File: src/rtl/instr_cache_pkg.sv
// instr_cache_pkg: shared state encoding and address-split width helpers for the instruction cache.
package instr_cache_pkg;

    typedef enum logic [1:0] {IDLE, MISS, DRAIN} state_e;

    // Byte-offset width within a line.
    function automatic int off_w(input int line_bytes);
        return $clog2(line_bytes);
    endfunction

    // Set-index width; zero for a single-set cache.
    function automatic int idx_w(input int num_sets);
        return $clog2(num_sets);
    endfunction

    // Tag width: whatever remains above offset and index.
    function automatic int tag_w(input int addr_w, input int line_bytes, input int num_sets);
        return addr_w - off_w(line_bytes) - idx_w(num_sets);
    endfunction

    // Word-select width within a line; zero for one-word lines.
    function automatic int word_sel_w(input int line_bytes);
        return off_w(line_bytes) - 2;
    endfunction

endpackage

File: src/rtl/instr_cache_plru.sv
// instr_cache_plru: per-set tree-PLRU state with a touch port and a victim lookup port.
//   clk, reset     clock, asynchronous active-high reset (all bits to 0)
//   clear          synchronous clear of every set's tree
//   touch_en       mark touch_way of touch_set as most recently used
//   victim_set     set whose pseudo-LRU way is reported on victim_way
module instr_cache_plru
    import instr_cache_pkg::*;
#(
    parameter int NUM_SETS = 4,
    parameter int NUM_WAYS = 2,
    localparam int IDX_W   = idx_w(NUM_SETS) > 0 ? idx_w(NUM_SETS) : 1,
    localparam int WAY_W   = NUM_WAYS > 1 ? $clog2(NUM_WAYS) : 1
) (
    input  logic             clk,
    input  logic             reset,
    input  logic             clear,
    input  logic             touch_en,
    input  logic [IDX_W-1:0] touch_set,
    input  logic [WAY_W-1:0] touch_way,
    input  logic [IDX_W-1:0] victim_set,
    output logic [WAY_W-1:0] victim_way
);
    localparam int LEVELS = $clog2(NUM_WAYS);

    // Heap-ordered tree nodes (root 0, children 2n+1 / 2n+2); a 0 bit steers the victim left.
    // One spare bit keeps the row indexable for every legal way count.
    logic [NUM_WAYS-1:0] plru_q [NUM_SETS];
    logic [NUM_WAYS-1:0] plru_d [NUM_SETS];

    always_comb begin : touch_logic
        logic [NUM_WAYS-1:0] row;
        logic                b;
        int                  node;
        plru_d = plru_q;
        row    = plru_q[touch_set];
        node   = 0;
        // Each node on the path is pointed away from the touched way.
        for (int l = 0; l < LEVELS; l++) begin
            b                    = touch_way[WAY_W'(LEVELS - 1 - l)];
            row[WAY_W'(node)]    = !b;
            node                 = 2 * node + 1 + int'(b);
        end
        if (clear) begin
            for (int s = 0; s < NUM_SETS; s++) plru_d[s] = '0;
        end else if (touch_en) begin
            plru_d[touch_set] = row;
        end
    end

    always_comb begin : victim_logic
        logic [NUM_WAYS-1:0] row;
        logic                b;
        int                  node;
        victim_way = '0;
        row        = plru_q[victim_set];
        node       = 0;
        for (int l = 0; l < LEVELS; l++) begin
            b                                  = row[WAY_W'(node)];
            victim_way[WAY_W'(LEVELS - 1 - l)] = b;
            node                               = 2 * node + 1 + int'(b);
        end
    end

    always_ff @(posedge clk or posedge reset) begin
        if (reset) begin
            for (int s = 0; s < NUM_SETS; s++) plru_q[s] <= '0;
        end else begin
            plru_q <= plru_d;
        end
    end

endmodule

File: src/rtl/instr_cache_assoc.sv
// instr_cache_assoc: set-associative instruction cache with same-cycle hits, blocking line refill and tree-PLRU.
//   clk, reset                 clock, asynchronous active-high reset
//   flush                      invalidate every line; an in-flight refill is drained and discarded
//   mem_read, address          fetch request and byte address
//   readdata, cache_hit        instruction word and combinational hit flag
//   reqI_mem, reqAddrI_mem     level-held refill request and its line address
//   data_from_mem, read_ready_from_mem   refill line and its one-cycle valid pulse
//   hit_count, miss_count      saturating performance counters
module instr_cache_assoc
    import instr_cache_pkg::*;
#(
    parameter int ADDR_W     = 32,
    parameter int LINE_BYTES = 16,
    parameter int NUM_SETS   = 4,
    parameter int NUM_WAYS   = 2,
    parameter int COUNT_W    = 32
) (
    input  logic                                 clk,
    input  logic                                 reset,
    input  logic                                 flush,
    input  logic                                 mem_read,
    input  logic [ADDR_W-1:0]                    address,
    output logic [31:0]                          readdata,
    output logic                                 cache_hit,
    output logic                                 reqI_mem,
    output logic [ADDR_W-off_w(LINE_BYTES)-1:0]  reqAddrI_mem,
    input  logic [8*LINE_BYTES-1:0]              data_from_mem,
    input  logic                                 read_ready_from_mem,
    output logic [COUNT_W-1:0]                   hit_count,
    output logic [COUNT_W-1:0]                   miss_count
);
    localparam int OFF_W    = off_w(LINE_BYTES);
    localparam int LA_W     = ADDR_W - OFF_W;
    localparam int IDX_BITS = idx_w(NUM_SETS);
    localparam int IDX_W    = IDX_BITS > 0 ? IDX_BITS : 1;
    localparam int TAG_W    = tag_w(ADDR_W, LINE_BYTES, NUM_SETS);
    localparam int WSEL_W   = word_sel_w(LINE_BYTES) > 0 ? word_sel_w(LINE_BYTES) : 1;
    localparam int WAY_W    = NUM_WAYS > 1 ? $clog2(NUM_WAYS) : 1;
    localparam int LINE_W   = 8 * LINE_BYTES;
    localparam int WORDS    = LINE_BYTES / 4;

    state_e              state_q, state_d;
    logic                req_q, req_d;
    logic [LA_W-1:0]     line_q, line_d;
    logic [NUM_WAYS-1:0] valid_q [NUM_SETS];
    logic [NUM_WAYS-1:0] valid_d [NUM_SETS];
    logic [COUNT_W-1:0]  hit_q, hit_d, miss_q, miss_d;

    // Data and tag storage carry no reset; valid bits gate every use.
    logic [LINE_W-1:0]   data_q [NUM_SETS][NUM_WAYS];
    logic [TAG_W-1:0]    tag_q  [NUM_SETS][NUM_WAYS];

    logic [IDX_W-1:0]    idx, fill_set, touch_set;
    logic [TAG_W-1:0]    tag, fill_tag;
    logic [WSEL_W-1:0]   word;
    logic [NUM_WAYS-1:0] match;
    logic [WAY_W-1:0]    hit_way, vict_way, plru_way, touch_way;
    logic [31:0]         words [WORDS];
    logic                fill_en, touch_en, plru_clear;

    // Masking with (N-1) makes the split correct for single-set and one-word-line configurations.
    assign idx      = IDX_W'((address >> OFF_W) & (NUM_SETS - 1));
    assign tag      = TAG_W'(address >> (OFF_W + IDX_BITS));
    assign word     = WSEL_W'((address >> 2) & (WORDS - 1));
    assign fill_set = IDX_W'(line_q & LA_W'(NUM_SETS - 1));
    assign fill_tag = TAG_W'(line_q >> IDX_BITS);

    always_comb begin
        match   = '0;
        hit_way = '0;
        for (int w = 0; w < NUM_WAYS; w++) begin
            match[w] = valid_q[idx][w] && (tag_q[idx][w] == tag);
            if (match[w]) hit_way = WAY_W'(w);
        end
    end

    assign cache_hit = mem_read && (state_q == IDLE) && !flush && (|match);

    always_comb begin
        for (int i = 0; i < WORDS; i++) words[i] = data_q[idx][hit_way][i*32 +: 32];
    end

    assign readdata = cache_hit ? words[word] : 32'd0;

    // Lowest-index invalid way wins; PLRU only decides once the set is full.
    always_comb begin
        vict_way = plru_way;
        for (int w = NUM_WAYS - 1; w >= 0; w--) begin
            if (!valid_q[fill_set][w]) vict_way = WAY_W'(w);
        end
    end

    assign touch_set = (state_q == IDLE) ? idx : fill_set;
    assign touch_way = (state_q == IDLE) ? hit_way : vict_way;

    instr_cache_plru #(
        .NUM_SETS (NUM_SETS),
        .NUM_WAYS (NUM_WAYS)
    ) u_plru (
        .clk        (clk),
        .reset      (reset),
        .clear      (plru_clear),
        .touch_en   (touch_en),
        .touch_set  (touch_set),
        .touch_way  (touch_way),
        .victim_set (fill_set),
        .victim_way (plru_way)
    );

    always_comb begin
        state_d    = state_q;
        req_d      = req_q;
        line_d     = line_q;
        valid_d    = valid_q;
        hit_d      = hit_q;
        miss_d     = miss_q;
        fill_en    = 1'b0;
        touch_en   = 1'b0;
        plru_clear = 1'b0;
        case (state_q)
            IDLE: begin
                if (flush) begin
                    for (int s = 0; s < NUM_SETS; s++) valid_d[s] = '0;
                    plru_clear = 1'b1;
                end else if (cache_hit) begin
                    touch_en = 1'b1;
                    hit_d    = (&hit_q) ? hit_q : hit_q + 1'b1;
                end else if (mem_read) begin
                    line_d  = address[ADDR_W-1:OFF_W];
                    req_d   = 1'b1;
                    miss_d  = (&miss_q) ? miss_q : miss_q + 1'b1;
                    state_d = MISS;
                end
            end
            MISS: begin
                if (flush) begin
                    // Arriving data is dropped; otherwise wait for it in DRAIN.
                    for (int s = 0; s < NUM_SETS; s++) valid_d[s] = '0;
                    state_d = read_ready_from_mem ? IDLE : DRAIN;
                    req_d   = !read_ready_from_mem;
                end else if (read_ready_from_mem) begin
                    fill_en                     = 1'b1;
                    touch_en                    = 1'b1;
                    valid_d[fill_set][vict_way] = 1'b1;
                    req_d                       = 1'b0;
                    state_d                     = IDLE;
                end
            end
            DRAIN: begin
                if (flush) begin
                    for (int s = 0; s < NUM_SETS; s++) valid_d[s] = '0;
                end
                if (read_ready_from_mem) begin
                    req_d   = 1'b0;
                    state_d = IDLE;
                end
            end
            default: state_d = IDLE;
        endcase
    end

    always_ff @(posedge clk or posedge reset) begin
        if (reset) begin
            state_q <= IDLE;
            req_q   <= 1'b0;
            line_q  <= '0;
            hit_q   <= '0;
            miss_q  <= '0;
            for (int s = 0; s < NUM_SETS; s++) valid_q[s] <= '0;
        end else begin
            state_q <= state_d;
            req_q   <= req_d;
            line_q  <= line_d;
            hit_q   <= hit_d;
            miss_q  <= miss_d;
            valid_q <= valid_d;
        end
    end

    always_ff @(posedge clk) begin
        if (fill_en) begin
            data_q[fill_set][vict_way] <= data_from_mem;
            tag_q[fill_set][vict_way]  <= fill_tag;
        end
    end

    assign reqI_mem     = req_q;
    assign reqAddrI_mem = line_q;
    assign hit_count    = hit_q;
    assign miss_count   = miss_q;

    a_one_way_match: assert property (@(posedge clk) disable iff (reset) $onehot0(match))
        else $error("instr_cache_assoc: multiple ways hit in one set");

endmodule
File: config.mk
export PLATFORM = sky130hd
export DESIGN_NAME = instr_cache_assoc
export DESIGN_NICKNAME = d
export VERILOG_FILES = /design/src/rtl/instr_cache_pkg.sv /design/src/rtl/instr_cache_plru.sv /design/src/rtl/instr_cache_assoc.sv
export SDC_FILE = /design/constraint.sdc
export NUM_CORES = 1
export LEC_CHECK = 0
export ABC_CLOCK_PERIOD_IN_PS = 17600
export CORE_AREA = 2 2 300 302
export CTS_CLUSTER_SIZE = 8
export DETAILED_ROUTE_END_ITERATION = 10
export DIE_AREA = 0 0 302 304
export DONT_BUFFER_PORTS = 1
export HOLD_SLACK_MARGIN = 0.02
export PLACE_DENSITY_LB_ADDON = 0.1
export SLEW_MARGIN = 10
export SYNTH_ARGS = -nofsm -noshare
export SYNTH_HDL_FRONTEND = slang
export SYNTH_HIERARCHICAL = 1
export SYNTH_SLANG_ARGS = --single-unit
export TNS_END_PERCENT = 1
File: constraint.sdc
create_clock -name clk -period 17.6 [get_ports clk]
set_input_delay 0.88 -clock clk [delete_from_list [all_inputs] [get_ports clk]]
set_output_delay 0.88 -clock clk [all_outputs]
set_load 0.02 [all_outputs]
# --- Word level (Yosys, flattened, before mapping) ---
# Memories as Yosys holds them, arrays and structs flattened.
# Index checks and enable logic that the tools add are counted.
classes:
  n_addsub: 2
  n_lt_le_gt_ge: 11
  eq_ne: 9
  mux: 65
  bitwise_logic: 11
  n_reduce_logical: 26
ops:
  columns: ["op", "count"]
  rows:
  - ["$mux 128", 4]
  - ["$mux 256", 1]
  - ["$demux 128 s1", 1]
  - ["$mux 32", 3]
  - ["$add 32x1->32 const B", 2]
  - ["$bmux 32 s2", 1]
  - ["$reduce_and 32->1", 2]
  - ["$eq 26x26->1", 2]
  - ["$mux 52", 1]
  - ["$mux 8", 5]
  - ["$mux 2", 15]
  - ["$demux 26 s1", 1]
  - ["$mux 26", 1]
  - ["$mux 1", 20]
  - ["$bmux 2 s2", 4]
  - ["$pmux 8 s2", 1]
  - ["$ge 3x3->1 const B", 4]
  - ["$not 2->3", 4]
  - ["$reduce_and 4->1", 3]
  - ["$logic_and 1x1->1", 9]
  - ["$bwmux 8", 1]
  - ["$demux 2 s2", 2]
  - ["$or 8x8->8", 1]
  - ["$lt 3x1->1 const B", 2]
  - ["22 further kinds", 34]
word_totals:
  ff_bits: 111
  ram_bits: 1232
  input_bits: 165
  n_memories: 2
mem_list:
  columns: ["name", "words", "word_bits", "rd", "rd_clocked_by_memory_dff", "wr", "line_no", "source"]
  rows:
  - ["data_q", 4, 256, 1, 0, 1, "instr_cache_assoc.sv:50", "logic [LINE_W-1:0] data_q [NUM_SETS][NUM_WAYS];"]
  - ["tag_q", 4, 52, 1, 0, 1, "instr_cache_assoc.sv:51", "logic [TAG_W-1:0] tag_q [NUM_SETS][NUM_WAYS];"]

# --- Depth between registers and ports, before layout ---
# Gate-level depths: netlist (run 1).
logic_depth:
  ltp_word: 16
  ltp_mapped: 17

# --- Modules after synthesis ---
# The synthesis (run 1) kept the hierarchy.
by_module_without_submodules:
  columns: ["mod", "instances", "cells_per_inst", "area_per_inst_um2", "seq_area_each_um2"]
  rows:
  - ["instr_cache_assoc", 1, 2621, 52520.4, 39573.0]
  - ["instr_cache_plru", 1, 19, 229.0, 100.1]

# --- Worst setup path after synthesis (run 1) ---
# OpenSTA, ideal clock, no wires.
synth_timing:
  path_kind: "reg2reg"
  start: "reg line_q[1], in the netlist reqAddrI_mem[1]"
  end: "mem data_q[0][128] in the netlist's numbering, enable pin"
  setup_time_ns: 0.856
  arrival_ns: 12.411
  setup_slack_ns: 4.334
  stages_incl_launch_ff: 8
  path_buffers: 0
  path_cell_list: "dfrtp_1 mux4_2 inv_1 a21boi_0 mux4_2 o21ai_0 nand3_1 nor3_1"
synth_via:
  elab_chain_len: 12
synth_lines:
  columns: ["item", "line_no", "source"]
  rows:
  - ["start, declared", "instr_cache_assoc.sv:44", "logic [LA_W-1:0] line_q, line_d;"]
  - ["start signal, assigned", "instr_cache_assoc.sv:173", "line_q <= line_d;"]
  - ["$not 2->3 (implied by the code) *", "instr_cache_plru.sv:55", "row = plru_q[victim_set];"]
  - ["$bmux 2 s2 *", "instr_cache_plru.sv:55", null]
  - ["$mux 1 (implied by the code) * (2 in series)", "instr_cache_plru.sv:55", null]
  - ["via plru_way", "instr_cache_assoc.sv:57", "logic [WAY_W-1:0] hit_way, vict_way, plru_way, touch_way;"]
  - ["$mux 1 * (2 in series)", "instr_cache_assoc.sv:89", "if (!valid_q[fill_set][w]) vict_way = WAY_W'(w);"]
  - ["$not 1->2 (implied by the code) *", "instr_cache_assoc.sv:182", "data_q[fill_set][vict_way] <= data_from_mem;"]
  - ["$ge 2x2->1 (implied by the code) / $lt 2x1->1 (equally long branches)", "instr_cache_assoc.sv:182", null]
  - ["$logic_and 1x1->1 (implied by the code)", "instr_cache_assoc.sv:182", null]
  - ["$mux 128 (implied by the code)", "instr_cache_assoc.sv:182", null]
  - ["$demux 128 s1 *", "instr_cache_assoc.sv:182", null]
  - ["$mux 256 (implied by the code) *", "instr_cache_assoc.sv:182", null]
  - ["end, declared", "instr_cache_assoc.sv:50", null]
# Mark *: on every way through the listed nets, which the timed path passes. The rest lies on a longest branch. The select of a mux whose other input is x is not followed.

# --- Final worst setup path (run 1) ---
layout_timing:
  start: "in address[5]"
  end: "out readdata[1]"
layout_via:
  elab_chain_len: 14
layout_lines:
  columns: ["item", "line_no", "source"]
  rows:
  - ["start, declared", "instr_cache_assoc.sv:22", "input logic [ADDR_W-1:0] address,"]
  - ["branches (longest 13 deep; another with $mem_v2 4x52)", null, null]
  - ["$mux 32 *", "instr_cache_assoc.sv:83", "assign readdata = cache_hit ? words[word] : 32'd0;"]
  - ["end, declared", "instr_cache_assoc.sv:23", "output logic [31:0] readdata,"]
# Mark *: on every way between the ends. The select of a mux whose other input is x is not followed.

==> results of run 1 <==
## per-stage QoR
stage          instance area [um2]  setup WS [ps]  utilization (%)
4_1_cts                      59000          11210             66.2
5_1_grt                      59000          11100             66.2
3_3_place_gp                 53900          11400             60.5
3_5_place_dp                 53900          11380             60.5
6_report                     59000          11260             66.2
2_1_floorplan                52700           4330                -
## worst max-delay path, delay by kind of cell
kind	cells	cell delay, ps
AOI/OAI and AO/OA	2	510
xor gates and xnor gates	1	160
buffers and inverters	2	1740
muxes	2	830
and+or+nand+nor	3	930
## worst max-delay path by stage
stage | startpoint | endpoint | slack (ps) | depth (start not counted)
final | address[5] | readdata[1] | 11260 | 10
after global placement | address[4] | readdata[1] | 11400 | 10
after global routing | tag_q[3][20] | readdata[1] | 11100 | 10
after floorplan | reqAddrI_mem[1] | data_q[0][128] | 4330 | 7
after detailed placement | address[4] | readdata[1] | 11380 | 10
after CTS | tag_q[3][20] | readdata[1] | 11210 | 10
## sequential cells by signal, summed over array words and instances (netlist names)
signal,flops
data_q,1024
tag_q,208
hit_count,32
miss_count,32
reqAddrI_mem,28
valid_q,8
u_plru/plru_q,4
state_q,2
reqI_mem,1
## power by group
group          leakage [uW]  switching [uW]  internal [uW]  total (uW)
clock               0.00247            1230           1910        3140
sequential           0.0125             191           3720        3910
combinational       0.00436             202            180         382
total                0.0193            1620           5810        7430
## layer usage
metal	wire [um]	GRT usage, %	up-vias
met1	46000	34.7	13521
met2	58300	41.9	991
met3	10400	8.15	180
met5	0	0	-
met4	3310	8.98	0
li1	-	-	10863
## cell usage in the layout, fill, tap and decap left out, types with 4 or more instances in the layout
cell type and count:
clkbuf_16 188, mux2_2 37, and2_1 6, a22oi_1 13, a21oi_1 11, a2bb2oi_1 8, nand2_1 196, ha_1 6
o21ai_0 15, clkbuf_1 46, a31oi_1 4, o22ai_1 4, nand2b_1 7, nor2_4 7, dfrtp_1 107, nand3_1 81
xnor2_1 60, mux2i_1 80, nor4_1 15, edfxtp_1 1232, and3_1 18, and4_1 37, nor2_1 30, mux4_2 295
a21boi_1 13, nor2b_1 9, nor3b_1 5, nor3_1 28, clkinv_8 8, buf_4 31, nand4_1 50, inv_1 22
xor2_1 46
## area by class of cell
type | count | area (um2) | area share (%)
sequential | 1339 | 39700 | 67.3
multi-input combinational | 1140 | 12400 | 21.0
clock buffer | 235 | 4890 | 8.29
tap | 1176 | 1470 | 2.49
timing repair buffer | 34 | 283 | 0.479
clock inverter | 13 | 201 | 0.341
inverter | 23 | 88.8 | 0.151
antenna | 1 | 2.50 | 0.00424
## what timing repair did
action	in CTS	in global routing
hold buffers	1	0
setup endpoints to repair	0	0
endpoints found under the hold margin	41	0
## cell families after synthesis
group	Yosys count	synth area share, %
buffers and inverters	161	1.48
DFF	1339	75.2
adders and majority gates	6	0.142
and+or+nand+nor	511	4.96
muxes	415	15.0
xor gates and xnor gates	106	1.76
AOI/OAI and AO/OA	102	1.47
==> summary.md, run 1 <==
* edfxtp_1 — cell with the most instances after synthesis
* 110 — count of standard-cell rows
* 291 — boundary pin count
* 158 MHz — Fmax achieved
* clkbuf_16 — Root Driver
* 6 — yosys warns
* 6340 ps — shortest clock period the worst path allows after layout
* primary output — kind of end point of the critical path
* 6.45 — detailed-route vias per instance
* 75.2% — proportion of synthesized chip area in sequential cells
* 0 — post-cts sizing count
* buf_4 — most frequent cell on the critical path
* 0.0918 mm2 — Total Die Area
* 0 ps — accumulated negative setup slack
* 2894 — number of nets in the layout
* input port — startpoint type of the worst setup path
* 302 um — width of the chip
* 36.0% — final worst path period share
* 0.0967 mV — largest vdd supply drop
* 0 — count of cells along the worst hold path
* input port to primary output — Crit Path Class
* data_from_mem[103] — Hold Startpoint
* 0 — max_cap viols
* 126 mW/mm2 — total power per unit cell area
* 1 — initial antenna violation count
* 185 — TritonCTS Buffers
* 0.814 — final estimated routing congestion in global placement
* tag_q[2][40] — reg-to-reg critical path endpoint
* mux4_2 -> xor2_1 -> nor4_1 -> o211ai_1 -> nor3_4 -> buf_4 -> buf_4 -> mux2_2 -> a2bb2oi_1 -> and4_1 — worst path cell trace
* input port to register — worst hold path class
* edfxtp_1 — predominant post-synthesis flop cell
* max-slew violations — failing checks
* edfxtp_1 — most area-hungry cell type in the Yosys netlist
* 0.0193 uW — Leak Pwr
* 72 — count of distinct cell types in the synthesized netlist
* 3 — CTS max path bufs
* 340 — worst-path maximum fanout
* data_q[1][103] — end point of the most critical hold path
* 760 ps — worst skew pair latency
* 27004 — vias in the first global route
* -7.44% — worst max-slew margin expressed relative to the limit
* 0 — number of nets with antenna violations after detailed routing
* 6 — 1st-pass router iterations
* 20.5 ps — Layout Skew
* 0 — Final Hold Viols
* 63100 um — placed wire-length estimate after detailed placement
* 12550 ps — register-to-register path setup slack
* 5700 — layout filler cell count
* 59.2% — Starting Density
* 21.3% — layout cells sized above 1
* 1339 — synthesis-stage register bit count
* reqAddrI_mem[1] — FF-to-FF Start
* 118000 um — wire length reported by the detailed router
* 26.3% — combined global-route utilization of all metal layers
* edfxtp_1, mux4_2, dfrtp_1 — synth top area cells
* 4 — H-tree levels
* 11.8% — Synth-to-Final Area Change
* 0 — Setup Buffers After CTS
* 1339 — number of clock sinks
* 3711 — Placed Instances
* 0.0890 mm2 — area of the placeable core
* 8 — cells on worst reg2reg path
* 1232 — number of synthesized flops with an enable pin
* 16720 ps — endpoint required time on the critical path
* 50 ps — clk slew on worst S/H paths
* edfxtp_1, mux4_2, nand2_1, dfrtp_1, nand3_1 — most instantiated cells after synthesis
* 2811 — Mapped Nets
* built — CTS tree
* finished, violations left — result of the run
* 29.8 um — routed wire length per instance
* 3961 — final cell count without fillers
* 0 — count of input and output buffers
* 341 — maximum number of pins on one net before global-route repair
* 0 — remaining global-route overflow
* 1610 ps — Tightest Pin Transition
* 20.0 um2 — Syn Area/Cell
* 7430 uW — Pwr Total
* 2494 — initial detailed-routing violation count
* 980 ps — biggest cell delay along the critical path
* false — setup repair after global routing missed its margin
* buf_4 — worst-path cell with the longest stage delay
* 7.99% — FFs w/ async S/R, synth
* 0 — DRC violation count after routing
* 174000 um — first-pass GRT wire length
* 0.0527 mm2 — area of the mapped netlist
* 25555 — number of vias in the routed layout
* 120 — max-slew violation count
* 0 — Setup Viol. Count Final
* 2640 — number of instances in the synthesized netlist
* 211 ps — worst hold margin
* 5460 ps — Critical Path AT
* 70.1% — Yosys top cell area share
* 304 um — vertical die dimension
Note: power is estimated with default switching activity, not from simulation.
==> inputs of run 2 (changes only) <==
--- a/config.mk
+++ b/config.mk
@@ -5,7 +5,7 @@
 export SDC_FILE = /design/constraint.sdc
 export NUM_CORES = 1
 export LEC_CHECK = 0
-export ABC_CLOCK_PERIOD_IN_PS = 17600
+export ABC_CLOCK_PERIOD_IN_PS = 6000
 export CORE_AREA = 2 2 300 302
 export CTS_CLUSTER_SIZE = 8
 export DETAILED_ROUTE_END_ITERATION = 10
==> constraint.sdc (replaced) <==
create_clock -name clk -period 6 [get_ports clk]
set_input_delay 0.3 -clock clk [delete_from_list [all_inputs] [get_ports clk]]
set_output_delay 0.3 -clock clk [all_outputs]
set_load 0.02 [all_outputs]
==> run 2 against run 1 <==
  * The flow now finishes without violations
  * Final area increased by 3.0%
  * Sequential power increased to 2.9 times the previous value
  * Cell count increased by 4.3%
  * Sequential share of layout area decreased by 2.0 points
  * Hold slack got worse by 71 ps
  * Clock power increased to 2.9 times the previous value
  * Routed wire length increased by 1.3%
  * Power increased to 3.0 times the previous value
  * Via count increased by 3.9%
  * Global-route usage increased by 0.37 points
  * Largest cell class unchanged
  * Largest power group unchanged
==> summary.md, run 2 (same netlist as run 1, synthesis figures left out) <==
* 59.2% — Starting Density
* 3056 — number of nets in the layout
* 1420 ps — worst-case setup slack after placement
* 0 — Setup Viol. Count Final
* 0.0540 mm2 — DP Area
* 0.0200 uW — Leak Pwr
* 362 mW/mm2 — total power per unit cell area
* 5430 ps — shortest clock period the worst path allows after layout
* 0 — max_cap viols
* 2810 — initial detailed-routing violation count
* finished, final reports clean — result of the run
* 0 — number of nets with antenna violations after detailed routing
* 185 — TritonCTS Buffers
* data_q — largest register by flop count
* 0.300 mV — largest vdd supply drop
* register — startpoint type of the worst setup path
* 1024 — Largest register FFs
* 0 — DRC violation count after routing
* 27919 — vias in the first global route
* register to primary output — Crit Path Class
* 304 um — vertical die dimension
* 1339 — number of clock sinks
* 24.2 ps — Layout Skew
* 0 — max-slew violation count
* 184 MHz — Fmax achieved
* 291 — boundary pin count
* 26.6% — combined global-route utilization of all metal layers
* 5700 ps — endpoint required time on the critical path
* 68.3% — Post-Route Utilization
* 4 — H-tree levels
* built — CTS tree
* 574 ps — final setup margin
* edfxtp_1 — most common cell after layout, fill and taps aside
* 340 — maximum number of pins on one net before global-route repair
* 62500 um — placed wire-length estimate after detailed placement
* 110 — count of standard-cell rows
* 0.0918 mm2 — Total Die Area
* 5 — 1st-pass router iterations
* 302 um — width of the chip
* 120000 um — wire length reported by the detailed router
* 179000 um — first-pass GRT wire length
* data_q (1024), tag_q (208) — largest registers
* 5130 ps — Critical Path AT
* 0.0890 mm2 — area of the placeable core
* 0.0608 mm2 — Post-Layout Inst Area
* 22000 uW — Pwr Total
* 0 — Setup Buffers After CTS
* 5542 — layout filler cell count
* 15.2% — Synth-to-Final Area Change
* 18 — initial antenna violation count
* 26561 — number of vias in the routed layout
* 0 — remaining global-route overflow
* 3711 — Placed Instances
* 6.43 — detailed-route vias per instance
* 770 ps — worst skew pair latency
* 90.4% — final worst path period share
* 1150 ps — Tightest Pin Transition
* 50 ps — clk slew on worst S/H paths
* 0.853 — final estimated routing congestion in global placement
* 0 — Final Hold Viols
* input port to asynchronous set/reset pin — worst hold path class
* 22.6% — worst max-slew margin expressed relative to the limit
* primary output — kind of end point of the critical path
* 20.2% — layout cells sized above 1
* 4131 — final cell count without fillers
* 0 — count of input and output buffers
* 30 — worst-path maximum fanout
* clkbuf_16 — Root Driver
* 29.0 um — routed wire length per instance
* edfxtp_1, mux4_2, nand2_1, clkbuf_16, dlygate4sd3_1 — most used cells in the layout excluding fill and tap cells
* 3 — CTS max path bufs
* false — setup repair after global routing missed its margin
## run 2: layout make-up
class | count | area (um2) | area share, %
Antenna cell | 9 | 22.5 | 0.0370
Clock buffer | 236 | 4910 | 8.07
Clock inverter | 12 | 194 | 0.319
Inverter | 23 | 88.8 | 0.146
Multi-Input combinational cell | 1140 | 12400 | 20.4
Sequential cell | 1339 | 39700 | 65.3
Tap cell | 1176 | 1470 | 2.42
Timing Repair Buffer | 196 | 2030 | 3.34
## run 2: worst paths after layout
kind,from,endpoint,slack (ps),cells after the start
hold reg to reg,valid_q[2],valid_q[2],530,2
setup / recovery,tag_q[3][20],readdata[8],570,9
min in group clk,read_ready_from_mem,valid_q[7],230,5
setup reg to reg,tag_q[3][20],hit_count[1],1630,9
hold / removal,reset,miss_count[2],140,2
max in group asynchronous,reset,reqAddrI_mem[1],4580,3
## run 2: what timing repair did
action                                 4_1_cts  5_1_grt
hold buffers                               163        0
gates resized for setup                      0        0
endpoints found under the hold margin     1120        0
## run 2: report_power, final
group	total, uW	switching [uW]	internal (uW)
clock network	9250	3630	5620
registers	11500	569	10900
logic	1320	713	605
total	22000	4910	17100
## run 2: layer usage
metal / vias up / track usage (%) / share of wire, %
met3: 197 / 7.17 / 8.7
met5: - / 0 / 0.097
met2: 1109 / 42.8 / 50
met1: 14037 / 36.6 / 39
met4: 18 / 7.02 / 2.0
li1: 11200 / - / -
## run 2: worst max-delay path: stages, from the launching register on
cell,delay (ps)
edfxtp_1,350
mux2_1,340
a222oi_1,450
nand4bb_1,160
a2111o_1,550
or3_4,670
a21boi_4,790
buf_4,460
a21boi_1,190
and4_1,350
## run 2: per-stage QoR
step | hold WS [ps] | TNS, ps
2_1_floorplan | 66.1 | -217020
3_3_place_gp | 74.4 | 0
3_5_place_dp | 82.8 | 0
4_1_cts | 97.0 | 0
5_1_grt | 180 | 0
6_report | 141 | 0
